<file path="config.mk">
export PLATFORM = sky130hd
export DESIGN_NAME = hamming_tx_sequencer
export DESIGN_NICKNAME = d
export VERILOG_FILES = /design/src/rtl/hamming_pkg.sv /design/src/rtl/hamming_tx_sequencer_encoder.sv /design/src/rtl/hamming_tx_sequencer.sv
export SDC_FILE = /design/constraint.sdc
export NUM_CORES = 1
export LEC_CHECK = 0
export CAP_MARGIN = 30
export CORE_MARGIN = 1.5
export CORE_UTILIZATION = 50
export DETAILED_ROUTE_END_ITERATION = 6
export PLACE_DENSITY = 0.85
export REMOVE_ABC_BUFFERS = 1
export SLEW_MARGIN = 5
export SYNTH_ARGS = -nofsm -noshare
export SYNTH_HDL_FRONTEND = slang
export SYNTH_HIERARCHICAL = 1
export SYNTH_SLANG_ARGS = --single-unit
</file>
<file path="constraint.sdc">
create_clock -name clk -period 2.5 [get_ports clk]
set_input_delay 0.25 -clock clk [delete_from_list [all_inputs] [get_ports clk]]
set_output_delay 0.25 -clock clk [all_outputs]
set_load 0.05 [all_outputs]
</file>
<file path="src/rtl/hamming_pkg.sv">
// Shared types and constants for the Hamming(7,4) transmit path.
// Build option: HAMMING_SECDED_EN appends an even overall-parity bit (8-bit codewords).
package hamming_pkg;

    typedef enum logic [1:0] {IDLE, SHIFT, GAP} seq_state_t;

`ifdef HAMMING_SECDED_EN
    localparam int CW_LEN = 8;
`else
    localparam int CW_LEN = 7;
`endif

    localparam int CNT_W = 16;
    // Bit index within a codeword; 3 bits covers both 7- and 8-bit codewords.
    localparam int BIT_W = 3;

endpackage

</file>
<file path="src/rtl/hamming_tx_sequencer_encoder.sv">
// Combinational Hamming(7,4) encoder. Codeword indices 7:1 hold
// p1, p2, d3, p4, d5, d6, d7 at their positional indices.
module encoder (
    input  logic [3:0] data,
    output logic [7:1] cw
);

    // Data bits go to the non-power-of-two positions; parities cover them.
    always_comb begin
        cw[3] = data[0];
        cw[5] = data[1];
        cw[6] = data[2];
        cw[7] = data[3];
        cw[1] = data[0] ^ data[1] ^ data[3];
        cw[2] = data[0] ^ data[2] ^ data[3];
        cw[4] = data[1] ^ data[2] ^ data[3];
    end

endmodule

</file>
<file path="src/rtl/hamming_tx_sequencer.sv">
// Byte-to-serial Hamming transmit sequencer: splits each accepted byte into
// two nibbles (low first), encodes them and shifts each codeword out LSB
// (index 1) first over a valid/ready bit stream, followed by GAP_CYCLES idle
// cycles. Build option: HAMMING_SECDED_EN adds an overall-parity bit per codeword.
module hamming_tx_sequencer
    import hamming_pkg::*;
#(
    parameter int GAP_CYCLES = 1
) (
    input  logic             clk,
    input  logic             rst_n,
    input  logic [7:0]       in_data,
    input  logic             in_valid,
    output logic             in_ready,
    output logic             tx_bit,
    output logic             tx_valid,
    input  logic             tx_ready,
    output logic             tx_last,
    output logic             busy,
    output logic [CNT_W-1:0] cw_count
);

    localparam logic [BIT_W-1:0] LAST_IDX = BIT_W'(CW_LEN - 1);
    localparam logic [3:0]       GAP_LAST = 4'(GAP_CYCLES - 1);

    seq_state_t        state, state_nxt;
    logic [7:0]        byte_q;
    logic              nib_sel;
    logic [CW_LEN-1:0] sr;
    logic [BIT_W-1:0]  bit_cnt;
    logic [3:0]        gap_cnt;
    logic [CNT_W-1:0]  cw_cnt;
    logic [3:0]        enc_in;
    logic [7:1]        enc_cw;
    logic [CW_LEN-1:0] cw_full;
    logic              accept, fire, cw_end;

    assign in_ready = (state == IDLE);
    assign tx_valid = (state == SHIFT);
    assign busy     = (state != IDLE);
    assign tx_bit   = tx_valid & sr[0];
    assign tx_last  = tx_valid && (bit_cnt == LAST_IDX);
    assign cw_count = cw_cnt;

    assign accept = in_valid && in_ready;
    assign fire   = tx_valid && tx_ready;
    assign cw_end = fire && (bit_cnt == LAST_IDX);

    // The encoder looks one codeword ahead of the wire: in IDLE it sees the
    // incoming low nibble, during the low codeword it sees the high nibble.
    always_comb begin
        enc_in = in_data[3:0];
        if (state != IDLE)
            enc_in = nib_sel ? byte_q[3:0] : byte_q[7:4];
    end

    encoder u_encoder (
        .data (enc_in),
        .cw   (enc_cw)
    );

`ifdef HAMMING_SECDED_EN
    assign cw_full = {^enc_cw, enc_cw};
`else
    assign cw_full = enc_cw;
`endif

    // State register.
    always_ff @(posedge clk or negedge rst_n) begin
        if (!rst_n) state <= IDLE;
        else        state <= state_nxt;
    end

    // Next-state logic: accept -> two codewords -> optional gap -> idle.
    always_comb begin
        state_nxt = state;
        case (state)
            IDLE:  if (accept) state_nxt = SHIFT;
            SHIFT: if (cw_end && nib_sel) state_nxt = (GAP_CYCLES == 0) ? IDLE : GAP;
            GAP:   if (gap_cnt == GAP_LAST) state_nxt = IDLE;
            default: state_nxt = IDLE;
        endcase
    end

    // Datapath: byte capture, codeword shift register, bit/gap/codeword counters.
    always_ff @(posedge clk or negedge rst_n) begin
        if (!rst_n) begin
            byte_q  <= '0;
            nib_sel <= 1'b0;
            sr      <= '0;
            bit_cnt <= '0;
            gap_cnt <= '0;
            cw_cnt  <= '0;
        end else begin
            if (accept) begin
                byte_q  <= in_data;
                nib_sel <= 1'b0;
                sr      <= cw_full;
                bit_cnt <= '0;
            end else if (fire) begin
                if (bit_cnt == LAST_IDX) begin
                    cw_cnt  <= cw_cnt + 1'b1;
                    bit_cnt <= '0;
                    if (!nib_sel) begin
                        nib_sel <= 1'b1;
                        sr      <= cw_full;
                    end else begin
                        sr      <= '0;
                    end
                end else begin
                    sr      <= sr >> 1;
                    bit_cnt <= bit_cnt + 1'b1;
                end
            end
            if (state == GAP) gap_cnt <= gap_cnt + 1'b1;
            else              gap_cnt <= '0;
        end
    end

endmodule

</file>
* Word level (Yosys, flattened, before mapping)
Index checks and enable logic that the tools add are counted.
Storage, ports and cells: register bits 41, logic and storage cells 54, input bits 12, output and inout bits 21
Cells by class: add/subtract/negate cells 3, reductions and logical operators 13, equal/unequal tests 6, mux-type cells 17, bitwise operators 8
Operator list (count):
- $mux W7 | 4
- $add A16 B1 Y16 const B | 1
- $mux W4 | 3
- $mux W3 | 3
- $mux W2 | 3
- $pmux W2 S3 | 1
- $reduce_and A3 Y1 | 2
- $reduce_bool A2 Y1 | 3
- $xor A1 B1 Y1 | 6
- $logic_and A1 B1 Y1 | 5
- $add A4 B1 Y4 const B | 1
- $logic_not A4 Y1 | 1
- $ne A2 B1 Y1 const B | 2
- $add A3 B1 Y3 const B | 1
- $eq A3 B3 Y1 const B | 1
- $mux W1 | 3
- $eq A2 B1 Y1 const B | 1
- $eq A2 B2 Y1 const B | 1
- $logic_not A2 Y1 | 1
- $ne A2 B2 Y1 const B | 1
- $reduce_and A2 Y1 | 1
- $and A1 B1 Y1 | 1
- $not A1 Y1 | 1

* Depth between registers and ports, before layout
Gate-level depths: netlist (run 1).
depth after elaboration 8, mapped depth 7, depth with buffers taken out 6

* By module
The synthesis (run 1) kept the hierarchy.
Modules (own cells, without submodules):
- hamming_tx_sequencer | area each 1953.1 sq um, sequential area each 1026.0 sq um, cells each 172, instances 1
- encoder | area each 101.3 sq um, sequential area each 0.0 sq um, cells each 7, instances 1

* Worst setup path before layout (run 1)
OpenSTA, ideal clock, no wires.
path kind reg-to-reg, start point register state[0], end point register sr[3], arrival time 2.278 ns, setup slack 0.100 ns, data required time 2.377 ns, setup time 0.123 ns, path buffers 1, stages on the path, launching flop included 7, clock period less this slack 2.400 ns, cell sequence dfrtp_1 > nor2_1 > clkbuf_1 > o21ai_0 > xor3_1 > a221oi_2 > nor2_1
Between the ends: elaborated cells between the ends (all ways) 13, those cells by class eq/ne: 1; mux: 5; bitwise: 2; reduce/logical: 5
RTL lines:
- from (decl) | RTL line hamming_tx_sequencer.sv:26 | seq_state_t state, state_nxt;
- from (signal assigned) | RTL line hamming_tx_sequencer.sv:71 | else state <= state_nxt;
- $logic_not A2 Y1 (*) | RTL line hamming_tx_sequencer.sv:38 | assign in_ready = (state == IDLE);
- named net in_ready | RTL line hamming_tx_sequencer.sv:14 | output logic in_ready,
- $logic_and A1 B1 Y1 (*) | RTL line hamming_tx_sequencer.sv:45 | assign accept = in_valid && in_ready;
- $mux W7 or $reduce_bool A2 Y1 (tied branches)
- to (signal assigned) | RTL line hamming_tx_sequencer.sv:98 | sr <= cw_full;
- to (signal assigned) | RTL line hamming_tx_sequencer.sv:106 | sr <= cw_full;
- to (signal assigned) | RTL line hamming_tx_sequencer.sv:111 | sr <= sr >> 1;
- to (decl) | RTL line hamming_tx_sequencer.sv:29 | logic [CW_LEN-1:0] sr;
The timed path passes the listed nets; every way through them passes the cells marked *. The select of a mux whose other input is x is not followed. A chain may end at the register's enable or synchronous reset.

* Worst setup path in the final report (run 1)
start point register state[1], end point output tx_bit
Between the ends: word-level cells in the longest chain between the ends 2
Ends and longest elaborated chain:
- $eq A2 B1 Y1 | RTL line hamming_tx_sequencer.sv:39 | assign tx_valid = (state == SHIFT);
- $and A1 B1 Y1 | RTL line hamming_tx_sequencer.sv:41 | assign tx_bit = tx_valid & sr[0];
- to (decl) | RTL line hamming_tx_sequencer.sv:15 | output logic tx_bit,
No other way between the ends.

==> flow_summary.ini, run 1 <==
[placed_design]
portBuffers = 32
place.gp.congestion = 0.822
hpwl_mm = 2.70
dp_cells = 254

[worst_setup_path]
path_cells = nand2b_1, inv_1, and2_1, clkdlybuf4s50_1
startpoint_type = flip-flop
arrival_ps = 2070
slowest_stage = clkdlybuf4s50_1
slowest_delay_ps = 800
critical_path_buf_inv_count = 2
critPathTopFamily = buffers and inverters
end_kind = output pin
critical_path_class = reg2out
ff2ff_setup_slack_ps = 600
worstPathMaxFanout = 7
critical_path_required_ps = 2250

[clocking]
cts_made_buffers = 5
cts_buffer_depth = 2
cts_resized = 0
ctsRootBufferMaster = clkbuf_8
clock_sinks = 41
clock_latency_ps = 300
htreeDepth = 2
tritoncts = yes
clk_pin_slew_ps = 70

[synth]
yosys.area.top_type = dfrtp_1
synth_top_area_share_pct = 49.9
postSynthAreaPerCell_um2 = 11.5
netlist_area_um2 = 2050
yosysSeqAreaShare_pct = 49.9
synth_cells = 179
yosys-top-cells-area = dfrtp_1 (50%), xnor2_1 (5.5%), mux2_2 (4.9%), nor2_1 (3.5%), xor3_1 (3.5%)
yosysUniqueCellTypes = 38
yosys_warnings = 6
ys_ff_latch = 41

[route]
wirelength_mm = 3.74
vias_per_cell = 5.33
num_vias = 1408
detail_route.wl_per_cell_um = 14.2
antenna_left = 0
drcViolationCount = 0
dr.pass1.iters = 4
drtIter0Drc = 67

[global_routing]
grt_usage_pct = 18.3
grt_pass1_vias = 1302
antenna_found_initial = 0
grt_max_degree = 42
grt_pass1_wl_mm = 6.00
grt_remaining_overflow = 0

[power]
powerDensity_nw_per_um2 = 1070
pwr-share-seq_pct = 36.4
internal_power_mw = 1.76
netSwitchingPower_uw = 956
pwr-share-clk_pct = 20.4
p_comb_share_pct = 43.2
switching_share_pct = 35.2
leakage_nw = 1.12
ir_drop_v = 0.000986

[floorplan]
start_util_pct = 51.7
die_h_um = 67.1
io_pins = 33
fp.coreArea_um2 = 3970
num_rows = 23
die_w_um = 67.1
die-area_um2 = 4500

[timing]
worst_pin_slew_ps = 588
hold_viol_final = 0
rsz0062_at_grt = no
max_freq_ghz = 0.432
slew_violations = 0
period_minus_slack_ps = 2320
post-route-period-util_pct = 92.7
slew_headroom_pct = 60.4
clock_skew_ps = 5.19
fin_setup_tns_ps = 0
setup_viol = 0

[final_layout]
num_antenna_cells = 0
num-nets-final = 228
stdcell_count = 264
drive_gt1_share_pct = 14.5
syn_to_final_growth_pct = 23.6

[min_path]
hp-class = in2async

[run_status]
status = finished clean

[run]
cap_violations = 0
-- registers in the layout (all words and copies together) (netlist names) --
name / cells
byte_q: 8
cw_count: 16
gap_cnt: 4
sr: 7
nib_sel: 1
bit_cnt: 3
state: 2
-- cells by family (layout without fill, tap and decap cells) --
logic type               after synthesis  in the layout  share of synthesized area [%]
multiplexers                          14             14                           7.37
buffers and inverters                 15             50                           3.96
AO/OA/AOI/OAI                         21             21                           7.80
flip-flops                            41             41                           49.9
XOR/XNOR                              21             21                           11.1
AND/OR/NAND/NOR                       64             64                           18.0
adder cells (fa/ha/maj)                3              3                           1.83
-- cell usage after synthesis --
cell      instances
xor3_1            3
buf_2             2
ha_1              3
nand2b_1          2
buf_4             4
a21oi_1           3
and4_1            1
nand3_1           6
xnor2_1          13
a221oi_2          4
nor2_1           19
and3_1            3
nand4b_1          1
nand3b_2          1
or2_0             1
or3b_4            1
nor3_1            1
nor3b_1           1
a21boi_0          1
inv_1             5
or3b_1            1
nand4_1           4
o21ai_1           1
nand3b_4          1
buf_6             1
dfrtp_1          41
xor2_1            5
nand2_1          15
o22ai_1           2
o21a_1            1
nor4_4            2
o21ai_2           1
a22o_1            1
mux2i_1           5
o21ai_0           7
mux2_2            9
and2_1            4
clkbuf_1          3
-- cell type report --
class | instances | area [um^2]
fillers | 343 | 1430
flip-flops and latches | 41 | 1030
multi-input cells | 123 | 947
repair buffers | 37 | 368
clock buffers | 7 | 86.3
well taps | 50 | 62.6
clock inverters | 1 | 30.0
inverters | 5 | 18.8
-- path summary, 6_finish.rpt --
kind	startpoint	end	cells after the start
worst max-delay path	state[1]	tx_bit	4
worst min-delay path	rst_n	gap_cnt[3]	2
worst max register to register	state[0]	sr[3]	6
worst min register to register	cw_count[15]	cw_count[15]	1
max in group asynchronous	rst_n	bit_cnt[0]	3
min in group clk	cw_count[15]	cw_count[15]	1
-- routing by layer --
| layer | global-route usage, % | vias to the layer above | wire (um) |
|---|---|---|---|
| li1 | - | 680 | - |
| met1 | 23.9 | 689 | 1680 |
| met2 | 28.7 | 32 | 1830 |
| met3 | 6.08 | 7 | 189 |
| met4 | 6.12 | 0 | 49 |
| met5 | 0 | - | 0 |
-- repair_timing --
action | CTS | global route
hold endpoints to repair | 0 | 13
setup buffers | 0 | 0
hold buffers | 0 | 1
-- power by group through the flow --
stage | clock network (mW) | registers [mW] | logic (mW)
floorplan | 0 | 1.02 | 0.827
global placement | 0 | 0.996 | 1.15
detailed placement | 0 | 1.00 | 1.18
CTS | 0.563 | 0.989 | 1.18
global route | 0.593 | 1.01 | 1.27
finish | 0.555 | 0.989 | 1.17
-- through the flow --
stage	total power [mW]	util (%)	setup slack, ps	instance area [um^2]	hold WS (ps)
after floorplan	1.85	-	-218	1990	-45.6
after global placement	2.14	60.2	470	2390	424
after detailed placement	2.18	60.2	409	2390	424
after CTS	2.74	63.2	174	2510	101
after global routing	2.88	63.9	69.3	2540	410
final	2.72	63.9	183	2540	396
-- layout by cell type, fill, tap and decap left out, types with 2 or more instances in the layout --
| master | instances |
|---|---|
| a21oi_1 | 3 |
| a221oi_2 | 4 |
| and2_1 | 4 |
| and3_1 | 3 |
| buf_4 | 3 |
| clkbuf_8 | 6 |
| clkdlybuf4s50_1 | 31 |
| dfrtp_1 | 41 |
| ha_1 | 3 |
| inv_1 | 5 |
| mux2_2 | 9 |
| mux2i_1 | 5 |
| nand2_1 | 15 |
| nand2b_1 | 2 |
| nand3_1 | 6 |
| nand4_1 | 4 |
| nor2_1 | 19 |
| nor4_4 | 2 |
| o21ai_0 | 7 |
| o22ai_1 | 2 |
| xnor2_1 | 13 |
| xor2_1 | 5 |
| xor3_1 | 3 |
(Power assumes the default switching activity.)
==> inputs of run 2 (changes only) <==
--- a/config.mk
+++ b/config.mk
@@ -10,6 +10,7 @@
 export CORE_UTILIZATION = 50
 export DETAILED_ROUTE_END_ITERATION = 6
 export PLACE_DENSITY = 0.85
+export RECOVER_POWER = 50
 export REMOVE_ABC_BUFFERS = 1
 export SLEW_MARGIN = 5
 export SYNTH_ARGS = -nofsm -noshare
==> run 2 against run 1 <==
Against the previous run:
- via count is 0.85% higher
- cell count stayed put
- worst setup slack better by 9.3 ps
- sequential share of layout area is 0.30 points higher
- largest power group unchanged
- largest cell class unchanged
==> flow_summary.ini, run 2 (synthesized netlist as in run 1, its figures left out) <==
[run_status]
status = finished clean

[worst_setup_path]
end_kind = output pin
startpoint_type = flip-flop
r2r_start = state[0]
worstPathMaxFanout = 7
reg2reg_depth = 4
critPathCapture = tx_bit
slowest_stage = clkdlybuf4s50_1
slowest_delay_ps = 800
path_cells = nand2b_1, inv_1, and2_1, clkdlybuf4s50_1
r2r-end = sr[2]
ff2ff_setup_slack_ps = 580
cp-startpoint = state[1]
critical_path_class = reg2out
critical_path_required_ps = 2250
arrival_ps = 2060

[clocking]
tritoncts = yes
htreeDepth = 2
clk_pin_slew_ps = 70
clock_sinks = 41
cts_made_buffers = 5
ctsRootBufferMaster = clkbuf_8
clock_latency_ps = 300
cts_buffer_depth = 2

[power]
powerDensity_nw_per_um2 = 1080
total_power_mw = 2.71
leakage_nw = 1.11
ir_drop_v = 0.000986

[final_layout]
num_antenna_cells = 0
largest_register_ff_count = 16
final_common_cell = dfrtp_1
drive_gt1_share_pct = 13.6
num-nets-final = 228
stdcell_count = 264
final_cell_mix = dfrtp_1 (41), clkdlybuf4s50_1 (31), nor2_1 (19)
syn_to_final_growth_pct = 22.7

[timing]
period_minus_slack_ps = 2310
setup_viol = 0
rsz0062_at_grt = no
slew_headroom_pct = 50.4
worst_pin_slew_ps = 745
slew_violations = 0
post-route-period-util_pct = 92.3
postLayoutSetupSlackWorst_ps = 193
max_freq_ghz = 0.433
hold_viol_final = 0
clock_skew_ps = 5.24
fin_setup_tns_ps = 0

[floorplan]
num_rows = 23
io_pins = 33
die-area_um2 = 4500
die_w_um = 67.1
die_h_um = 67.1
fp.coreArea_um2 = 3970
start_util_pct = 51.7

[run]
cap_violations = 0

[route]
drcViolationCount = 0
dr.pass1.iters = 4
drtIter0Drc = 68
wirelength_mm = 3.75
num_vias = 1420
detail_route.wl_per_cell_um = 14.2
antenna_left = 0
vias_per_cell = 5.38

[global_routing]
antenna_found_initial = 0
grt_remaining_overflow = 0
grt_max_degree = 42
grt_pass1_vias = 1302
grt_pass1_wl_mm = 6.00
grt_usage_pct = 18.3

[min_path]
hold_start = cw_count[15]
hp-class = reg2reg

[placed_design]
pre_cts_ws_ps = 409
dp_cells = 254
portBuffers = 32
hpwl_mm = 2.70
place.gp.congestion = 0.822
run 2: layer usage:
layer	vias up	global-route usage (%)	share of wire (%)
li1	680	-	-
met1	699	23.9	45
met2	34	28.7	49
met3	7	6.08	5.2
met4	0	6.12	1.3
met5	-	0	0
run 2: how the worst min path moves through the flow:
stage                        end  slack (ps)  cells past startpoint
floorplan             bit_cnt[0]         -50                      0
global placement      gap_cnt[2]         420                      1
detailed placement    gap_cnt[2]         420                      1
CTS                 cw_count[13]         100                      1
global route        cw_count[15]         510                      1
finish              cw_count[15]         470                      1
run 2: final cells by class:
| type | count | area, um^2 |
|---|---|---|
| well taps | 50 | 62.6 |
| flip-flops and latches | 41 | 1030 |
| multi-input cells | 123 | 945 |
| fillers | 345 | 1450 |
| inverters | 5 | 18.8 |
| clock inverters | 1 | 30.0 |
| repair buffers | 37 | 352 |
| clock buffers | 7 | 86.3 |
run 2: report_power, final:
group	internal (mW)	switching, mW
clock network	0.326	0.230
logic	0.596	0.573
registers	0.835	0.154
run 2: what timing repair did:
action	in CTS	in global routing
hold buffers	0	1
buffers inserted	0	0
endpoints found under the hold margin	0	13
gates resized for setup	0	0
run 2: critical path, delay by kind of cell (launching register included):
kind	cells	cell delay [ps]
buffers and inverters	2	950
flip-flops	1	430
AND/OR/NAND/NOR	2	380
run 2: stage by stage:
stage	cell area (um^2)	utilization, %	hold slack, ps
3_3_place_gp	2390	60.2	424
3_5_place_dp	2390	60.2	424
6_report	2520	63.5	468
2_1_floorplan	1990	-	-45.6
4_1_cts	2510	63.2	101
5_1_grt	2520	63.5	506
==> inputs of run 3 (changes only) <==
--- a/config.mk
+++ b/config.mk
@@ -9,6 +9,7 @@
 export CORE_MARGIN = 1.5
 export CORE_UTILIZATION = 50
 export DETAILED_ROUTE_END_ITERATION = 6
+export GPL_TIMING_DRIVEN = 0
 export PLACE_DENSITY = 0.85
 export RECOVER_POWER = 50
 export REMOVE_ABC_BUFFERS = 1
==> run 3 against run 2 <==
Against the previous run:
- clock skew is 1.4 ps higher
- sequential cell count stayed put
- wire length fell by 1.3%
- sequential share of layout area grew 1.0 points
- worst setup slack got worse by 29 ps
- via count shrank 2.3%
- final area down 2.5%
- sequential power about the same
- critical path depth stayed put
- first-iteration DRC count fell by 44%
- clock power shrank 29%
- largest power group unchanged
==> flow_summary.ini, run 3 (synthesized netlist as in run 1, its figures left out) <==
[placed_design]
dpl_cell_area_um2 = 2390
dp_cells = 252
place.gp.congestion = 0.800
hpwl_mm = 2.77
portBuffers = 32
pre_cts_ws_ps = 130

[global_routing]
grt_usage_pct = 19.1
gr-usage-met1_pct = 23.8
grt_use_met2_pct = 31.3
grt_pass1_vias = 1337
antenna_found_initial = 0
grt_max_degree = 34
grt_util_met3_pct = 6.42
grt_remaining_overflow = 0
busiest_layer = met2
grt_pass1_wl_mm = 6.31

[timing]
slew_headroom_pct = 46.7
hold_viol_final = 0
postLayoutSetupSlackWorst_ps = 163
rsz0062_at_grt = no
fin_setup_tns_ps = 0
max_freq_ghz = 0.428
clock_skew_ps = 6.60
post-route-period-util_pct = 93.5
worst_pin_slew_ps = 800
period_minus_slack_ps = 2340
setup_viol = 0
slew_violations = 0

[worst_setup_path]
ff2ff_setup_slack_ps = 340
reg2reg_depth = 5
critical_path_class = reg2out
critical_path_required_ps = 2250
worstPathMaxFanout = 7
cp-startpoint = state[1]
end_kind = output pin
r2r_start = nib_sel
critPathCapture = tx_bit
arrival_ps = 2090
r2r-end = sr[3]
startpoint_type = flip-flop

[power]
p_comb_share_pct = 44.4
ir_drop_v = 0.000826
pwr-share-clk_pct = 15.9
leakage_nw = 1.08
internal_power_mw = 1.57
pwr-share-seq_pct = 39.7
total_power_mw = 2.49
powerDensity_nw_per_um2 = 1020
switching_share_pct = 36.9
netSwitchingPower_uw = 920

[final_layout]
final-seq-area_um2 = 1030
multi_input_area_um2 = 947
syn_to_final_growth_pct = 19.6
final_common_cell = dfrtp_1
num-nets-final = 225
num_antenna_cells = 0
fin_area_um2 = 2460
stdcell_count = 259
fill_cells = 337
final_cell_mix = dfrtp_1 (41), clkdlybuf4s50_1 (31), nor2_1 (18)
largest_register_ff_count = 16
drive_gt1_share_pct = 12.4

[clocking]
tritoncts = yes
cts_made_buffers = 5
cts_buffer_depth = 2
clock_sinks = 41
clock_latency_ps = 290
ctsRootBufferMaster = clkbuf_8
clk_pin_slew_ps = 70
htreeDepth = 2
postCtsSetupBuffers = 0

[route]
num_vias = 1387
wirelength_mm = 3.70
drtIter0Drc = 38
vias_per_cell = 5.36
drcViolationCount = 0
antenna_left = 0
detail_route.wl_per_cell_um = 14.3
dr.pass1.iters = 5

[floorplan]
io_pins = 33
start_util_pct = 51.7
num_rows = 23
fp.coreArea_um2 = 3970
die_w_um = 67.1
die_h_um = 67.1
die-area_um2 = 4500

[run]
cap_violations = 0

[run_status]
status = finished clean

[min_path]
hp-class = in2async
-- run 3: power by group through the flow --
| stage | logic, mW | registers [mW] | clock network, mW |
|---|---|---|---|
| 4_1_cts | 1.13 | 0.993 | 0.409 |
| 3_3_place_gp | 1.09 | 0.994 | 0 |
| 2_1_floorplan | 0.827 | 1.02 | 0 |
| 6_report | 1.11 | 0.992 | 0.396 |
| 5_1_grt | 1.19 | 1.02 | 0.434 |
| 3_5_place_dp | 1.12 | 1.01 | 0 |
-- run 3: worst min-delay path by stage --
stage / cells after the start / slack (ps) / to
3_3_place_gp: 1 / 460 / cw_count[15]
6_report: 2 / 410 / cw_count[8]
3_5_place_dp: 1 / 120 / cw_count[15]
4_1_cts: 2 / 340 / cw_count[15]
5_1_grt: 2 / 440 / cw_count[15]
2_1_floorplan: 0 / -50 / bit_cnt[0]
-- run 3: timing repair --
action,4_1_cts,5_1_grt
setup endpoints to repair,1,0
gates resized for setup,1,0
hold endpoints to repair,8,0
hold buffers,1,0
-- run 3: per-layer routing --
layer	part of all wire (%)	wire, um
met2	51	1890
met4	1.8	67
met5	0	0
met3	5.4	201
met1	42	1550
-- run 3: layout make-up --
| class | instances | area share [%] |
|---|---|---|
| clock inverter | 1 | 0.204 |
| tap | 50 | 2.55 |
| inverter | 5 | 0.764 |
| multi-input combinational | 123 | 38.5 |
| timing repair buffer | 34 | 13.4 |
| clock buffer | 5 | 2.80 |
| sequential | 41 | 41.8 |
-- run 3: through the flow --
step,hold WS (ps),utilization (%)
5_1_grt,437,61.9
2_1_floorplan,-45.6,-
4_1_cts,344,62.4
6_report,405,61.9
3_5_place_dp,120,60.2
3_3_place_gp,463,59.8
-- run 3: worst max-delay path, cell delays in order, from the launching register on --
cell	delay (ps)
dfrtp_1	440
nand2b_1	260
inv_1	160
and2_1	140
clkdlybuf4s50_1	790
